[config.mk]
export PLATFORM = sky130hd
export DESIGN_NAME = uart_tx_fifo_flat
export DESIGN_NICKNAME = d
export VERILOG_FILES = /design/src/rtl/uart_tx_fifo_pkg.sv /design/src/rtl/uart_tx_fifo_if.sv /design/src/rtl/uart_tx_fifo_sync_fifo.sv /design/src/rtl/uart_tx_fifo.sv /design/src/flat_wrapper.sv
export SDC_FILE = /design/constraint.sdc
export NUM_CORES = 1
export LEC_CHECK = 0
export BUFFER_PORTS_ARGS = -buffer_cell sky130_fd_sc_hd__buf_2
export CAP_MARGIN = 20
export CORE_AREA = 2 2 75 77
export CTS_CLUSTER_SIZE = 30
export DETAILED_ROUTE_END_ITERATION = 7
export DIE_AREA = 0 0 77 79
export PLACE_DENSITY = 0.8
export SLEW_MARGIN = 20
export SYNTH_ARGS = -nofsm -noshare
export SYNTH_HDL_FRONTEND = slang
export SYNTH_SLANG_ARGS = --single-unit
[constraint.sdc]
create_clock -name clk -period 3.41 [get_ports clk]
set_input_delay 0.1705 -clock clk [delete_from_list [all_inputs] [get_ports clk]]
set_output_delay 0.1705 -clock clk [all_outputs]
set_load 0.01 [all_outputs]
[src/rtl/uart_tx_fifo_pkg.sv]
// Shared types for the UART transmitter with write FIFO.
//   parity_t    : line parity mode as presented on parity_mode
//   tx_state_t  : transmitter frame FSM states
//   IDLE_LEVEL  : level of the serial line between frames
package uart_pkg;

    typedef enum logic [1:0] {
        PAR_NONE = 2'b00,
        PAR_EVEN = 2'b01,
        PAR_ODD  = 2'b10,
        PAR_RSVD = 2'b11
    } parity_t;

    typedef enum logic [2:0] {
        IDLE,
        START,
        DATA,
        PARITY,
        STOP1,
        STOP2
    } tx_state_t;

    localparam logic IDLE_LEVEL = 1'b1;

    // Reserved mode 11 behaves like no parity.
    function automatic logic parity_enabled(input parity_t mode);
        return (mode == PAR_EVEN) || (mode == PAR_ODD);
    endfunction

endpackage

[src/rtl/uart_tx_fifo_if.sv]
// Host write port of the UART transmitter.
//   write_en/tx_in : push request and data word (host drives)
//   full/empty     : FIFO status flags
//   count          : FIFO fill level
//   overflow       : one-cycle pulse when a write was dropped
interface uart_tx_fifo_if #(
    parameter int unsigned DATA_W     = 8,
    parameter int unsigned FIFO_DEPTH = 4
);
    localparam int unsigned CNT_W = $clog2(FIFO_DEPTH + 1);

    logic              write_en;
    logic [DATA_W-1:0] tx_in;
    logic              full;
    logic              empty;
    logic [CNT_W-1:0]  count;
    logic              overflow;

    modport master (
        output write_en, tx_in,
        input  full, empty, count, overflow
    );

    modport slave (
        input  write_en, tx_in,
        output full, empty, count, overflow
    );

endinterface

[src/rtl/uart_tx_fifo_sync_fifo.sv]
// Single-clock show-ahead FIFO.
//   clk, reset      : clock, synchronous active-high reset
//   wr_en, wr_data  : push (ignored while full)
//   rd_en           : pop (ignored while empty)
//   rd_data         : head word, valid whenever empty=0
//   full, empty     : registered status flags
//   count           : registered fill level
module sync_fifo #(
    parameter int unsigned W     = 8,
    parameter int unsigned DEPTH = 4
) (
    input  logic                         clk,
    input  logic                         reset,
    input  logic                         wr_en,
    input  logic [W-1:0]                 wr_data,
    input  logic                         rd_en,
    output logic [W-1:0]                 rd_data,
    output logic                         full,
    output logic                         empty,
    output logic [$clog2(DEPTH+1)-1:0]   count
);
    localparam int unsigned PTR_W = $clog2(DEPTH);
    localparam int unsigned CNT_W = $clog2(DEPTH + 1);

    logic [W-1:0]     mem [DEPTH];
    logic [PTR_W-1:0] wr_ptr;
    logic [PTR_W-1:0] rd_ptr;
    logic [CNT_W-1:0] count_q;
    logic             full_q;
    logic             empty_q;
    logic             wr_ok;
    logic             rd_ok;
    logic [CNT_W-1:0] count_d;

    // Accept/pop qualification uses the registered flags only.
    always_comb begin
        wr_ok   = wr_en & ~full_q;
        rd_ok   = rd_en & ~empty_q;
        count_d = count_q + CNT_W'(wr_ok) - CNT_W'(rd_ok);
    end

    // Pointers wrap naturally because DEPTH is a power of two.
    always_ff @(posedge clk) begin
        if (reset) begin
            wr_ptr  <= '0;
            rd_ptr  <= '0;
            count_q <= '0;
            full_q  <= 1'b0;
            empty_q <= 1'b1;
        end else begin
            if (wr_ok) wr_ptr <= wr_ptr + PTR_W'(1);
            if (rd_ok) rd_ptr <= rd_ptr + PTR_W'(1);
            count_q <= count_d;
            full_q  <= (count_d == CNT_W'(DEPTH));
            empty_q <= (count_d == '0);
        end
    end

    // Storage array, no reset needed.
    always_ff @(posedge clk) begin
        if (wr_ok) mem[wr_ptr] <= wr_data;
    end

    assign rd_data = mem[rd_ptr];
    assign full    = full_q;
    assign empty   = empty_q;
    assign count   = count_q;

endmodule

[src/rtl/uart_tx_fifo.sv]
// UART transmitter with integrated write FIFO, paced by an external baud tick.
//   clk, reset           : clock, synchronous active-high reset
//   tx_en                : baud tick, one pulse per bit period
//   parity_mode          : 00 none, 01 even, 10 odd, 11 none
//   two_stop             : 1 selects two stop bits
//   tx_out               : serial line, idles high
//   busy                 : frame in progress or data queued
//   host                 : write port (write_en, tx_in, full, empty, count, overflow)
module uart_tx_fifo
    import uart_pkg::*;
#(
    parameter int unsigned DATA_W     = 8,
    parameter int unsigned FIFO_DEPTH = 4,
    parameter int unsigned CNT_W      = $clog2(FIFO_DEPTH + 1)
) (
    input  logic                 clk,
    input  logic                 reset,
    input  logic                 tx_en,
    input  logic [1:0]           parity_mode,
    input  logic                 two_stop,
    output logic                 tx_out,
    output logic                 busy,
    uart_tx_fifo_if.slave        host
);
    localparam int unsigned IDX_W = $clog2(DATA_W);

    tx_state_t         state_q, state_d;
    logic [IDX_W-1:0]  idx_q, idx_d;
    logic [DATA_W-1:0] shd_data_q, shd_data_d;
    parity_t           shd_par_q, shd_par_d;
    logic              shd_two_q, shd_two_d;
    logic              tx_out_q, tx_out_d;
    logic              busy_q, busy_d;
    logic              overflow_q;

    logic              pop_c;
    logic              load_c;
    logic              frame_end_c;
    logic              wr_ok_c;
    logic [DATA_W-1:0] head_data;

    sync_fifo #(
        .W     (DATA_W),
        .DEPTH (FIFO_DEPTH)
    ) u_fifo (
        .clk     (clk),
        .reset   (reset),
        .wr_en   (host.write_en),
        .wr_data (host.tx_in),
        .rd_en   (pop_c),
        .rd_data (head_data),
        .full    (host.full),
        .empty   (host.empty),
        .count   (host.count)
    );

    // Frame FSM: advances only on ticks; launch pops the head and snapshots config.
    always_comb begin
        state_d     = state_q;
        idx_d       = idx_q;
        shd_data_d  = shd_data_q;
        shd_par_d   = shd_par_q;
        shd_two_d   = shd_two_q;
        pop_c       = 1'b0;
        load_c      = 1'b0;
        frame_end_c = 1'b0;

        if (tx_en) begin
            case (state_q)
                IDLE:   load_c = ~host.empty;
                START: begin
                    state_d = DATA;
                    idx_d   = '0;
                end
                DATA: begin
                    if (idx_q == IDX_W'(DATA_W - 1)) begin
                        state_d = parity_enabled(shd_par_q) ? PARITY : STOP1;
                    end else begin
                        idx_d = idx_q + IDX_W'(1);
                    end
                end
                PARITY: state_d = STOP1;
                STOP1: begin
                    if (shd_two_q) state_d = STOP2;
                    else           frame_end_c = 1'b1;
                end
                STOP2:   frame_end_c = 1'b1;
                default: state_d = IDLE;
            endcase

            // Back-to-back: the ending tick launches the next queued word.
            if (frame_end_c) begin
                if (!host.empty) load_c  = 1'b1;
                else             state_d = IDLE;
            end
        end

        if (load_c) begin
            pop_c      = 1'b1;
            state_d    = START;
            shd_data_d = head_data;
            shd_par_d  = parity_t'(parity_mode);
            shd_two_d  = two_stop;
        end
    end

    // Line level is derived from the next state so tx_out changes right after the tick.
    always_comb begin
        case (state_d)
            START:   tx_out_d = 1'b0;
            DATA:    tx_out_d = shd_data_d[idx_d];
            PARITY:  tx_out_d = (^shd_data_d) ^ (shd_par_d == PAR_ODD);
            default: tx_out_d = IDLE_LEVEL;
        endcase
    end

    // busy tracks the post-edge FSM state and FIFO occupancy.
    always_comb begin
        wr_ok_c = host.write_en & ~host.full;
        busy_d  = (state_d != IDLE) ||
                  ((host.count + CNT_W'(wr_ok_c) - CNT_W'(pop_c)) != '0);
    end

    always_ff @(posedge clk) begin
        if (reset) begin
            state_q    <= IDLE;
            idx_q      <= '0;
            shd_data_q <= '0;
            shd_par_q  <= PAR_NONE;
            shd_two_q  <= 1'b0;
            tx_out_q   <= IDLE_LEVEL;
            busy_q     <= 1'b0;
            overflow_q <= 1'b0;
        end else begin
            state_q    <= state_d;
            idx_q      <= idx_d;
            shd_data_q <= shd_data_d;
            shd_par_q  <= shd_par_d;
            shd_two_q  <= shd_two_d;
            tx_out_q   <= tx_out_d;
            busy_q     <= busy_d;
            overflow_q <= host.write_en & host.full;
        end
    end

    assign tx_out        = tx_out_q;
    assign busy          = busy_q;
    assign host.overflow = overflow_q;

endmodule
[src/flat_wrapper.sv]
// flat-port wrapper written by rule: the top's interface ports become plain ports
module uart_tx_fifo_flat import uart_pkg::*;
#(
    parameter int unsigned DATA_W     = 8,
    parameter int unsigned FIFO_DEPTH = 4,
    parameter int unsigned CNT_W      = $clog2(FIFO_DEPTH + 1)
)
  (clk, reset, tx_en, parity_mode, two_stop, tx_out, busy, host_write_en, host_tx_in, host_full, host_empty, host_count, host_overflow);
  uart_tx_fifo_if #(.DATA_W(DATA_W), .FIFO_DEPTH(FIFO_DEPTH)) host_i ();
  input  logic clk;
  input  logic reset;
  input  logic tx_en;
  input  logic [1:0] parity_mode;
  input  logic two_stop;
  output logic tx_out;
  output logic busy;
  input wire logic [$bits(host_i.write_en)-1:0] host_write_en;
  input wire logic [$bits(host_i.tx_in)-1:0] host_tx_in;
  output wire logic [$bits(host_i.full)-1:0] host_full;
  output wire logic [$bits(host_i.empty)-1:0] host_empty;
  output wire logic [$bits(host_i.count)-1:0] host_count;
  output wire logic [$bits(host_i.overflow)-1:0] host_overflow;
  assign host_i.write_en = host_write_en;
  assign host_i.tx_in = host_tx_in;
  assign host_full = host_i.full;
  assign host_empty = host_i.empty;
  assign host_count = host_i.count;
  assign host_overflow = host_i.overflow;
  uart_tx_fifo #(.DATA_W(DATA_W), .FIFO_DEPTH(FIFO_DEPTH), .CNT_W(CNT_W)) u_core (.clk(clk), .reset(reset), .tx_en(tx_en), .parity_mode(parity_mode), .two_stop(two_stop), .tx_out(tx_out), .busy(busy), .host(host_i));
endmodule
==> key figures <==
Critical path
  • Setup crit start kind: flop
  • Most frequent CP cell: xnor2_1
  • Worst Path Buf+Inv: 0
  • Critical Path Slowest Stage Cell: o211ai_4
  • Worst EP required: 3.65 ns
  • Worst Path Arrival: 2.89 ns
  • Worst-path fanout max: 17
  • Critical path's top delay family: XOR/XNOR gates
  • Setup crit end kind: flop
  • Critical Path, Cell by Cell: nand2b_1, o211ai_4, mux2_2, xnor2_1, xnor3_1, xnor2_1, o311ai_2
  • Worst path max stage delay: 0.50 ns
  • Critical setup path kind: flop to flop

Hold path
  • Class of the worst hold path: primary input to flop

Timing
  • Setup TNS: 0 ns
  • Hold Vio Cnt, Final: 0
  • Crit share post-route: 77.7%
  • Tmin final: 2.65 ns
  • Fmax: 377 MHz
  • Setup violators final: 0
  • RSZ-0062 raised after global routing: no
  • Max-slew violations: 0
  • Max transition margin: 57.3%
  • Skew final: 0.00606 ns
  • Slew at the pin closest to its max-slew limit: 0.640 ns

Synth
  • Primary FF master, synth: edfxtp_1
  • Synth cell types: 45
  • EDFF count, synth: 32
  • Sequential cell area fraction in the yosys report: 57.0%
  • Net Count, Synth: 241
  • Ys Warns: 0
  • Synth Instances: 216
  • Yosys reg bits: 63
  • Post-Syn Area per Cell: 12.8 um2
  • Post-synth ARST share: 0%
  • Post-Syn Area: 2780 um2

CTS
  • CTS buffer count: 9
  • Clock Latency Late Sink: 0.34 ns
  • Cts hold-fix bufs: 0
  • Clk slew on worst S/H paths: 0.07 ns
  • Post CTS Setup Buffer Count: 0
  • Post-CTS resize count: 0
  • Root Buffer Master: clkbuf_8
  • Clock sink total: 63
  • CTS tree: done
  • H-tree Lvls: 3
  • Bufs on Longest Clock Path: 2

Final layout
  • Synthesis-to-layout area growth: 13.9%
  • Most common cell after layout, fill and taps aside: edfxtp_1
  • Layout cells sized above 1: 21.6%
  • Nets: 265
  • Commonest non-fill, non-tap cells in the layout: edfxtp_1, dfxtp_1, nor2_1
  • Final Core Density: 59.2%
  • Fillers: 445
  • Final instance area: 3160 um2
  • Diode count: 0

Pwr
  • Clock Power Share: 32.9%
  • Gate power share: 25.4%
  • VDD IR max: 0.000384 V
  • Internal Power: 1.69 mW
  • Sw power: 0.642 mW
  • Seq pwr share: 41.7%
  • Final Total Pwr: 2.33 mW
  • Sw Share: 27.5%
  • Pwr Density: 738 nW/um2
  • Leak: 1.23 nW

Route
  • Via/cell ratio: 5.29
  • Routed Wire Length: 4500 um
  • ANT nets after route: 0
  • Drt first pass iters: 4
  • Via Count: 1677
  • Drc violations: 0
  • Detailed Route Iter0 Violations: 86
  • WL per Instance: 14.2 um

Floorplan
  • I/O pin cnt: 23
  • # rows: 27
  • Die X: 77 um
  • Core Region: 5340 um2
  • Die area: 6080 um2
  • Starting Density: 52.0%
  • Die Span Y: 79 um

GRT
  • M1 GR Usage: 18.6%
  • GRT Total Usage: 15.9%
  • Global route overflow: 0
  • Initial antenna violation count: 0
  • Most Crowded Layer GR: met2
  • Vias in the first global route: 1603
  • Grt met2 use: 26.4%
  • Largest net degree at the start of global routing: 30
  • Grt met3 use: 5.57%
  • Global-route wire length before repair: 7310 um

Place
  • GPL Wtd Cong: 0.833
  • Post-placement cell area: 2920 um2
  • Number of port buffers: 22
  • DP Wirelength: 3040 um

Run status
  • Status: finished, final reports clean

Job
  • Max_cap viols: 0
-- kinds of logic after synthesis --
logic type | share of synthesized area, %
AOI/OAI and AO/OA | 7.71
xor gates and xnor gates | 5.19
adders and majority gates | 4.51
buffers and inverters | 2.93
DFF | 57.0
muxes | 11.2
and+or+nand+nor | 11.5
-- power groups by stage --
stage                     sequential, mW  combinational (mW)  clock (mW)
after detailed placement           0.993               0.595           0
after global routing               0.986               0.655       0.813
after CTS                          0.976               0.599       0.784
after floorplan                    0.975               0.492           0
after global placement             0.986               0.586           0
final                              0.974               0.593       0.767
-- worst reg2reg max path: cells and delay by family, from the launching register on --
kind | cells | cell delay, ns
AND/OR/NAND/NOR | 1 | 0.24
AO/OA/AOI/OAI | 2 | 0.71
multiplexers | 1 | 0.44
XOR/XNOR | 3 | 0.77
flip-flops | 1 | 0.41
-- state kept, by name, summed over array words and instances, names as in the netlist, 2 cells and up, named ones only --
name                  cells
u_core.state_q            3
u_core.u_fifo.rd_ptr      2
u_core.idx_q              3
u_core.u_fifo.wr_ptr      2
u_core.u_fifo.mem        32
u_core.u_fifo.count       3
u_core.shd_data_q         8
u_core.shd_par_q          2
-- layout make-up --
class,instances,area [um2],area share (%)
clock buffers,10,128,4.04
clock inverters,6,110,3.48
inverters,8,30.0,0.950
multi-input cells,136,1110,35.2
flip-flops and latches,63,1580,50.0
well taps,72,90.1,2.85
repair buffers,22,110,3.48
-- metal layers --
| metal | vias up | wire length (um) | share of wire (%) |
|---|---|---|---|
| met3 | 12 | 174 | 3.9 |
| met1 | 807 | 2040 | 45 |
| li1 | 827 | - | - |
| met2 | 31 | 2200 | 49 |
| met5 | - | 0 | 0 |
| met4 | 0 | 85 | 1.9 |
-- synth_stat cells, types with 2 or more instances --
library cell   n  area, um2
nand2b_1       4       25.0
mux4_1         3       78.8
nor2_1        23       86.3
buf_2          2       10.0
buf_6          2       22.5
nor3b_1        2       15.0
and2_1         5       31.3
nor2b_1       10       62.6
xor2_1         3       26.3
dfxtp_1       31        621
xnor2_1        9       78.8
nand2_1       14       52.6
edfxtp_1      32        961
a21oi_1       10       50.1
clkbuf_1       4       15.0
a31oi_1        3       18.8
o21ai_0        2       10.0
inv_1          7       26.3
a22oi_1        2       15.0
mux2i_1        5       50.1
and3_1         2       12.5
mux2_2         5       56.3
mux4_2         5        113
ha_1          10        125
-- final timing paths --
kind / to / depth (start not counted) / slack (ns) / startpoint
hold / removal: u_core.u_fifo.mem[0][6]$_DFFE_PP_ / 1 / 0.04 / host_tx_in[6]
setup reg to reg: u_core.tx_out$_SDFF_PP1_ / 7 / 0.76 / u_core.state_q[0]$_SDFF_PP0_
setup / recovery: u_core.tx_out$_SDFF_PP1_ / 7 / 0.76 / u_core.state_q[0]$_SDFF_PP0_
hold reg to reg: u_core.host.overflow$_SDFF_PP0_ / 2 / 0.47 / u_core.u_fifo.full$_SDFF_PP0_
-- through the flow --
stage / cells / setup slack [ns] / hold WS, ns
after floorplan: 216 / 1.21 / 0.261
after global placement: 301 / 0.835 / 0.384
final: 317 / 0.759 / 0.0415
after global routing: 317 / 0.650 / 0.0323
after detailed placement: 301 / 0.774 / 0.386
after CTS: 317 / 0.758 / 0.0218
No activity file was read; power rests on OpenSTA's default activity.
